--- src/rtl/id_ex_operand_stage.sv ---
// ============================================================================
// Module      : id_ex_operand_stage
// Description : Register file with EX/MEM and writeback forwarding, followed
//               by the ID/EX pipeline register that presents ALUop1, ALUop2
//               and ALUctrl to the ALU one cycle after decode. Supports
//               stall (hold) and flush (bubble) of the execute stage.
// Options     : REGFILE_A0_EN - when defined, exposes port a0 driving the
//               raw register-file contents of x10.
// Revision    : 1.0 - initial release
// ============================================================================
`default_nettype none

module id_ex_operand_stage #(
  parameter int DATA_WIDTH = 32,
  parameter int ADDR_WIDTH = 5
) (
  input  logic                  clk,
  input  logic                  rst,
  input  logic [ADDR_WIDTH-1:0] AD1,
  input  logic [ADDR_WIDTH-1:0] AD2,
  input  logic [ADDR_WIDTH-1:0] AD3,
  input  logic                  WE3,
  input  logic [DATA_WIDTH-1:0] WD3,
  input  logic [DATA_WIDTH-1:0] ImmExt,
  input  logic                  ALUSrc,
  input  logic [2:0]            ALUctrlIn,
  input  logic [ADDR_WIDTH-1:0] RdIn,
  input  logic                  RegWriteIn,
  input  logic [DATA_WIDTH-1:0] FwdData,
  input  logic [ADDR_WIDTH-1:0] FwdRd,
  input  logic                  FwdWE,
  input  logic                  Stall,
  input  logic                  Flush,
  output logic [DATA_WIDTH-1:0] ALUop1,
  output logic [DATA_WIDTH-1:0] ALUop2,
  output logic [2:0]            ALUctrl,
  output logic [ADDR_WIDTH-1:0] RdOut,
  output logic                  RegWriteOut,
  output logic                  ValidOut
`ifdef REGFILE_A0_EN
  ,
  output logic [DATA_WIDTH-1:0] a0
`endif
);

  localparam int c_NUM_REGS = 2 ** ADDR_WIDTH;

  // Architectural register file; entry 0 is never written and never read.
  logic [DATA_WIDTH-1:0] r_regs [c_NUM_REGS];

  // ID/EX pipeline register contents
  logic [DATA_WIDTH-1:0] r_alu_op1;
  logic [DATA_WIDTH-1:0] r_alu_op2;
  logic [2:0]            r_alu_ctrl;
  logic [ADDR_WIDTH-1:0] r_rd;
  logic                  r_reg_write;
  logic                  r_valid;

  // Decode-stage combinational results
  logic                  w_wb_en;
  logic [DATA_WIDTH-1:0] w_rs1_val;
  logic [DATA_WIDTH-1:0] w_rs2_val;
  logic [DATA_WIDTH-1:0] w_op2_sel;

  // A write to x0 is dropped both in the array and in the bypass path.
  assign w_wb_en = WE3 && (AD3 != '0);

  // Source resolution: x0 is hard zero, EX/MEM beats writeback, writeback
  // beats the stored value so a same-cycle write is visible to the read.
  function automatic logic [DATA_WIDTH-1:0] f_resolve(
    input logic [ADDR_WIDTH-1:0] i_src,
    input logic [DATA_WIDTH-1:0] i_stored,
    input logic                  i_fwd_we,
    input logic [ADDR_WIDTH-1:0] i_fwd_rd,
    input logic [DATA_WIDTH-1:0] i_fwd_data,
    input logic                  i_wb_we,
    input logic [ADDR_WIDTH-1:0] i_wb_rd,
    input logic [DATA_WIDTH-1:0] i_wb_data
  );
    logic [DATA_WIDTH-1:0] v_res;
    if (i_src == '0) begin
      v_res = '0;
    end else if (i_fwd_we && (i_fwd_rd == i_src)) begin
      v_res = i_fwd_data;
    end else if (i_wb_we && (i_wb_rd == i_src)) begin
      v_res = i_wb_data;
    end else begin
      v_res = i_stored;
    end
    return v_res;
  endfunction

  // Resolve both source operands and select the immediate for operand 2.
  always_comb begin
    w_rs1_val = f_resolve(AD1, r_regs[AD1], FwdWE, FwdRd, FwdData,
                          WE3, AD3, WD3);
    w_rs2_val = f_resolve(AD2, r_regs[AD2], FwdWE, FwdRd, FwdData,
                          WE3, AD3, WD3);
    w_op2_sel = ALUSrc ? ImmExt : w_rs2_val;
  end

  // Register-file write port; writes proceed regardless of stall/flush.
  always_ff @(posedge clk or posedge rst) begin
    if (rst) begin
      for (int i = 0; i < c_NUM_REGS; i++) begin
        r_regs[i] <= '0;
      end
    end else if (w_wb_en) begin
      r_regs[AD3] <= WD3;
    end
  end

  // ID/EX register: flush inserts a bubble, stall holds, otherwise capture.
  always_ff @(posedge clk or posedge rst) begin
    if (rst) begin
      r_alu_op1   <= '0;
      r_alu_op2   <= '0;
      r_alu_ctrl  <= '0;
      r_rd        <= '0;
      r_reg_write <= 1'b0;
      r_valid     <= 1'b0;
    end else if (Flush) begin
      r_alu_op1   <= '0;
      r_alu_op2   <= '0;
      r_alu_ctrl  <= '0;
      r_rd        <= '0;
      r_reg_write <= 1'b0;
      r_valid     <= 1'b0;
    end else if (!Stall) begin
      r_alu_op1   <= w_rs1_val;
      r_alu_op2   <= w_op2_sel;
      r_alu_ctrl  <= ALUctrlIn;
      r_rd        <= RdIn;
      r_reg_write <= RegWriteIn;
      r_valid     <= 1'b1;
    end
  end

  assign ALUop1      = r_alu_op1;
  assign ALUop2      = r_alu_op2;
  assign ALUctrl     = r_alu_ctrl;
  assign RdOut       = r_rd;
  assign RegWriteOut = r_reg_write;
  assign ValidOut    = r_valid;

`ifdef REGFILE_A0_EN
  localparam logic [ADDR_WIDTH-1:0] c_A0_IDX = ADDR_WIDTH'(10);

  // Raw stored value of x10, deliberately not bypassed.
  assign a0 = r_regs[c_A0_IDX];
`endif

endmodule

`default_nettype wire

--- config.mk ---
export PLATFORM = sky130hd
export DESIGN_NAME = id_ex_operand_stage
export DESIGN_NICKNAME = d
export VERILOG_FILES = /design/src/rtl/id_ex_operand_stage.sv
export SDC_FILE = /design/constraint.sdc
export NUM_CORES = 2
export LEC_CHECK = 0
export ABC_AREA = 1
export CAP_MARGIN = 20
export CORE_MARGIN = 1
export CORE_UTILIZATION = 50
export DETAILED_ROUTE_END_ITERATION = 8
export PLACE_DENSITY_LB_ADDON = 0.12
export SYNTH_ARGS = -nofsm -noshare
export SYNTH_HDL_FRONTEND = slang
export SYNTH_SLANG_ARGS = --single-unit
export TNS_END_PERCENT = 20
--- constraint.sdc ---
create_clock -name clk -period 41.8 [get_ports clk]
set_input_delay 4.18 -clock clk [delete_from_list [all_inputs] [get_ports clk]]
set_output_delay 4.18 -clock clk [all_outputs]
set_load 0.02 [all_outputs]
# [Yosys cells after proc, flatten, opt, wreduce, memory -nomap -nowiden]
# Cells that the tools add are included.
[totals] regBits=1098 output_inout_bits=74 wordCells=87
[classes] bitwise=3 n_reduce_logical=9 muxes=28 order_cmp=4 eq_ne=5
[ops] op="$bwmux W1024" count=1
[ops] op="$mux W32" count=16
[ops] op="$bmux W32 S5" count=2
[ops] op="$demux W32 S5" count=1
[ops] op="$eq A5 B5 Y1" count=4
[ops] op="$ge A6 B6 Y1 const B" count=3
[ops] op="$not A5 Y6" count=3
[ops] op="$logic_not A5 Y1" count=2
[ops] op="$mux W5" count=2
[ops] op="$logic_and A1 B1 Y1" count=6
[ops] op="$lt A6 B1 Y1 const B" count=1
[ops] op="$mux W3" count=2
[ops] op="$reduce_bool A5 Y1" count=1
[ops] op="$mux W1" count=4
[ops] op="$ne A2 B1 Y1 const B" count=1

# [Depth between registers and ports, before layout]
[logic_depth] depth_word=10 depth_mapped=16 mapped_depth_nobuf=13

# [Worst setup path before layout]
# Ideal clock, no wire load.
[synth_timing] path_type="input -> register" start="input port AD2[0]" end="register r_alu_op2[0], in the netlist ALUop2[0]" t_arrival_ns=5.547 setup_slack_ns=36.136 cell_stages=12 n_path_buf=3 required_ns=41.683 setup_ns=0.117 cell_sequence="buf_2 inv_2 buf_2 a21oi_1 nand3_1 nor2_2 clkbuf_1 a21oi_1 nand2_1 nand2_1 nand2_1 nand2_1"
[synth_between] elab_chain_len=10
[synth_lines] element="from (decl)" line="20" text="input logic [ADDR_WIDTH-1:0] AD2,"
[synth_lines] element="$not A5 Y6 (implied by the code)" line="97" text="w_rs2_val = f_resolve(AD2, r_regs[AD2], FwdWE, FwdRd, FwdData,"
[synth_lines] element="$bmux W32 S5" line="97"
[synth_lines] element="$mux W32 (implied by the code) (2 in a row)" line="97"
[synth_lines] element="$mux W32" line="85" text="end else if (i_wb_we && (i_wb_rd == i_src)) begin"
[synth_lines] element="$mux W32" line="83" text="end else if (i_fwd_we && (i_fwd_rd == i_src)) begin"
[synth_lines] element="$mux W32 *" line="81" text="if (i_src == '0) begin"
[synth_lines] element="$mux W32 *" line="99" text="w_op2_sel = ALUSrc ? ImmExt : w_rs2_val;"
[synth_lines] element="$mux W32 *" line="129" text="end else if (!Stall) begin"
[synth_lines] element="$mux W32 *" line="122" text="end else if (Flush) begin"
[synth_lines] element="to (signal assigned)" line="131" text="r_alu_op2 <= w_op2_sel;"
[synth_lines] element="to (decl)" line="53" text="logic [DATA_WIDTH-1:0] r_alu_op2;"
# Mark *: on every way between the ends. The rest lies on a longest branch, timed or not. The select of a mux whose other input is x is not followed.
# A chain may end at the register's enable or synchronous reset.

# [Worst setup path after layout]
[layout_timing] start="input port AD1[1]" end="register r_alu_op1[2], in the netlist ALUop1[2]"
[layout_between] elab_chain_len=9
[layout_lines] element="from (decl)" line="19" text="input logic [ADDR_WIDTH-1:0] AD1,"
[layout_lines] element="$not A5 Y6 (implied by the code)" line="95" text="w_rs1_val = f_resolve(AD1, r_regs[AD1], FwdWE, FwdRd, FwdData,"
[layout_lines] element="$bmux W32 S5" line="95"
[layout_lines] element="$mux W32 (implied by the code) (2 in a row)" line="95"
[layout_lines] element="$mux W32" line="85"
[layout_lines] element="$mux W32" line="83"
[layout_lines] element="$mux W32 *" line="81"
[layout_lines] element="$mux W32 *" line="129"
[layout_lines] element="$mux W32 *" line="122"
[layout_lines] element="to (signal assigned)" line="130" text="r_alu_op1 <= w_rs1_val;"
[layout_lines] element="to (decl)" line="52" text="logic [DATA_WIDTH-1:0] r_alu_op1;"
# Marked as above.

==> flow_metrics.py <==
metrics = {
    "status": {
        "status": "completed",
    },
    "critical_path": {
        "cp_cell_sequence": "buf_8, buf_4, buf_4, buf_4, buf_4, o21ai_0, o21ai_0, nand2_1, nand4_1, nand3_1, nand2_1, nand2_1, nand2_1",
        "regToRegSetupSlack_ns": 39.78,
        "cp_max_fo": 85,
        "ff2ff_path_depth": 10,
        "critPathRequiredTime_ns": 42.50,
        "crit_path_max_incr_delay_ns": 0.90,
        "slowest_stage": "buf_4",
        "r2r_start": "r_regs[76]$_DFFE_PP0P_",
        "worst-setup-path-type": "input port to flip-flop",
        "critPathLaunchType": "input port",
        "end_kind": "flip-flop",
        "path_delay_family": "buffers and inverters",
        "arrival_ns": 9.05,
        "reg2reg_to": "ALUop1[12]$_DFFE_PP0P_",
        "path_buf_inv": 5,
    },
    "grt": {
        "grt_antenna_before_repair": 14,
        "grt_overflow": 0,
        "grt_pass1_wl_mm": 381,
        "first_global_vias": 57800,
        "grt_max_degree": 207,
        "grt_usage": 0.407,
    },
    "synth": {
        "synthDistinctLibCells": 26,
        "netlist_instances": 8895,
        "synth_fp_nets": 9027,
        "avgSynthCellArea_um2": 6.91,
        "netlist_area_um2": 61400,
        "synth_seq_area_share": 0.447,
        "ys_ff_latch": 1098,
        "yosys_warnings": 0,
    },
    "timing": {
        "fmax_mhz": 120,
        "tns_ns": 0,
        "setup_viol": 0,
        "tightest_slew_ns": 1.33,
        "hold_viol": 0,
        "timing.slew.headroom": 0.117,
        "min_period_over_period": 0.200,
        "final-max-slew-violation-count": 0,
        "clock_skew_ns": 0.0383,
        "fin_crit_ns": 8.35,
        "finalWorstSetupSlack_ns": 33.45,
        "hold_ws_ns": 0.376,
        "grt_setup_unrepaired": "no",
    },
    "route": {
        "vias": 63000,
        "routed_wl_mm": 256,
        "drtIter0Drc": 8997,
        "final_antenna_net_count": 0,
        "viasPerCell": 6.12,
        "dr.pass1.iters": 7,
        "drcViolationCount": 0,
        "wire_per_inst_um": 24.9,
    },
    "cells_and_area": {
        "drive_above_1_share": 0.0447,
        "nets": 8699,
        "syn2layout_area_growth_pct": 10.7,
        "final_cell_area_um2": 68000,
        "finalNonFillerCells": 10300,
        "fin_util": 0.558,
    },
    "cts": {
        "hold_buffers": 0,
        "cts.htree.levels": 4,
        "cts_buffers": 131,
        "clkSlewWorstSetupHoldPaths_ns": 0.06,
        "post_cts_buffers": 0,
        "cts_root_buffer": "clkbuf_16",
        "clockBufferDepth": 3,
        "cts_resized": 0,
        "cts.sinks": 1098,
        "tritoncts": "done",
        "clkLatencyLatePin_ns": 0.78,
    },
    "die": {
        "start_util": 0.504,
        "fp.dieH_um": 352,
        "core_um2": 122000,
        "die_x_um": 352,
        "num_io_pins": 206,
        "std_cell_rows": 128,
        "die-area_um2": 124000,
    },
    "placement": {
        "portBuffers": 205,
        "dp_worst_setup_slack_ns": 32.87,
        "dp_hpwl_mm": 141,
        "gp_congestion": 0.963,
        "dp.cells": 10100,
        "placed_area_um2": 63600,
    },
    "power": {
        "p_total_mw": 3.20,
        "p_leak_nw": 32.1,
        "vdd_drop_max_mv": 0.0446,
        "p_per_area_nw_per_um2": 47.1,
    },
    "hold_path": {
        "hp-start": "r_regs[992]$_DFFE_PP0P_",
        "min_to": "r_regs[992]$_DFFE_PP0P_",
        "hold_path_class": "flip-flop to flip-flop",
        "min_path_cells": 0,
    },
    "flow_run": {
        "drv_cap": 0,
    },
}
==> cells by family (layout without fill, tap and decap cells) <==
logic type,after synthesis,in the layout,share of synthesized area
AOI/OAI and AO/OA,2044,2044,0.178
xor gates and xnor gates,2,2,0.000285
buffers and inverters,1423,1189,0.0904
DFF,1098,1098,0.447
other,0,6,0
and+or+nand+nor,4328,4328,0.284
==> worst max path at each step <==
| stage | start | to | slack [ns] | cells after the start |
|---|---|---|---|---|
| global route | AD1[1] | ALUop1[31]$_DFFE_PP0P_ | 33.30 | 13 |
| detailed placement | AD1[1] | ALUop1[31]$_DFFE_PP0P_ | 32.87 | 13 |
| floorplan | rst | ALUctrl[0]$_DFFE_PP0P_ | 6.71 | 1 |
| finish | AD1[1] | ALUop1[2]$_DFFE_PP0P_ | 33.45 | 13 |
| CTS | AD1[1] | ALUop1[31]$_DFFE_PP0P_ | 33.68 | 13 |
| global placement | AD1[1] | ALUop1[0]$_DFFE_PP0P_ | 32.94 | 13 |
==> report_power, final <==
group	internal (mW)	total (mW)	switching [mW]
clock	0.699	1.18	0.485
sequential	1.26	1.39	0.131
combinational	0.214	0.630	0.415
==> placed cells by master, fill, tap and decap left out, types with 26 or more instances in the layout <==
| cell | synthesis | routed |
|---|---|---|
| o21ai_0 | 1333 | 1333 |
| o21ai_1 | 105 | 104 |
| dfrtp_1 | 1098 | 1098 |
| nand2_1 | 2806 | 2779 |
| o211ai_1 | 233 | 233 |
| clkbuf_1 | 548 | 28 |
| clkbuf_8 | 0 | 26 |
| inv_1 | 630 | 626 |
| a21oi_1 | 329 | 329 |
| nand4_1 | 64 | 64 |
| clkbuf_16 | 0 | 135 |
| nand3_1 | 785 | 783 |
| nor2_1 | 654 | 647 |
| buf_4 | 6 | 103 |
| clkdlybuf4s50_1 | 0 | 195 |
| o22ai_1 | 30 | 30 |
==> registers in the layout, indices dropped and copies added, names as in the netlist <==
signal       cells
ALUctrl          3
ValidOut         1
RdOut            5
ALUop2          32
RegWriteOut      1
ALUop1          32
r_regs        1024
==> worst register-to-register path: cells and delay by family (launching register included) <==
family	cells	cell delay, ns
AO/OA/AOI/OAI	1	0.11
flip-flops	1	0.35
buffers and inverters	1	0.10
AND/OR/NAND/NOR	8	1.35
==> layout make-up <==
cell class / instances / area (um^2)
fill: 11700 / 53900
multi-input combinational: 6374 / 28700
timing repair buffer: 314 / 3010
clock buffer: 188 / 3830
clock inverter: 39 / 523
tap: 1625 / 2030
antenna: 6 / 15.0
sequential: 1098 / 27500
inverter: 648 / 2470
==> Yosys cell counts <==
| cell | n | area (um^2) |
|---|---|---|
| o21ai_0 | 1333 | 6670 |
| dfrtp_1 | 1098 | 27500 |
| o2111ai_1 | 3 | 26.3 |
| buf_4 | 6 | 45.0 |
| a22o_1 | 9 | 78.8 |
| nor3_2 | 7 | 70.1 |
| inv_1 | 630 | 2360 |
| nor4_4 | 1 | 21.3 |
| buf_2 | 152 | 761 |
| a31o_2 | 1 | 8.76 |
| inv_2 | 12 | 45.0 |
| nand4_1 | 64 | 400 |
| xnor2_1 | 2 | 17.5 |
| clkbuf_1 | 548 | 2060 |
| o211ai_1 | 233 | 1750 |
| nor3_1 | 6 | 30.0 |
| o22ai_1 | 30 | 188 |
| a21oi_1 | 329 | 1650 |
| nand3_1 | 785 | 3930 |
| nor2_1 | 654 | 2450 |
| o221ai_1 | 1 | 8.76 |
| nand2_1 | 2806 | 10500 |
| clkinv_1 | 6 | 22.5 |
| o21ai_1 | 105 | 526 |
| nor2_2 | 5 | 31.3 |
| buf_1 | 69 | 259 |
==> routing by layer <==
metal  GRT usage  routed length, um  up-vias
li1            -                  -    28200
met1       0.548              99500    29800
met2       0.583             107000     4214
met3       0.102              31500      861
met4       0.263              18400       18
met5           0                126        -
Power figures use the tool's default switching activity.
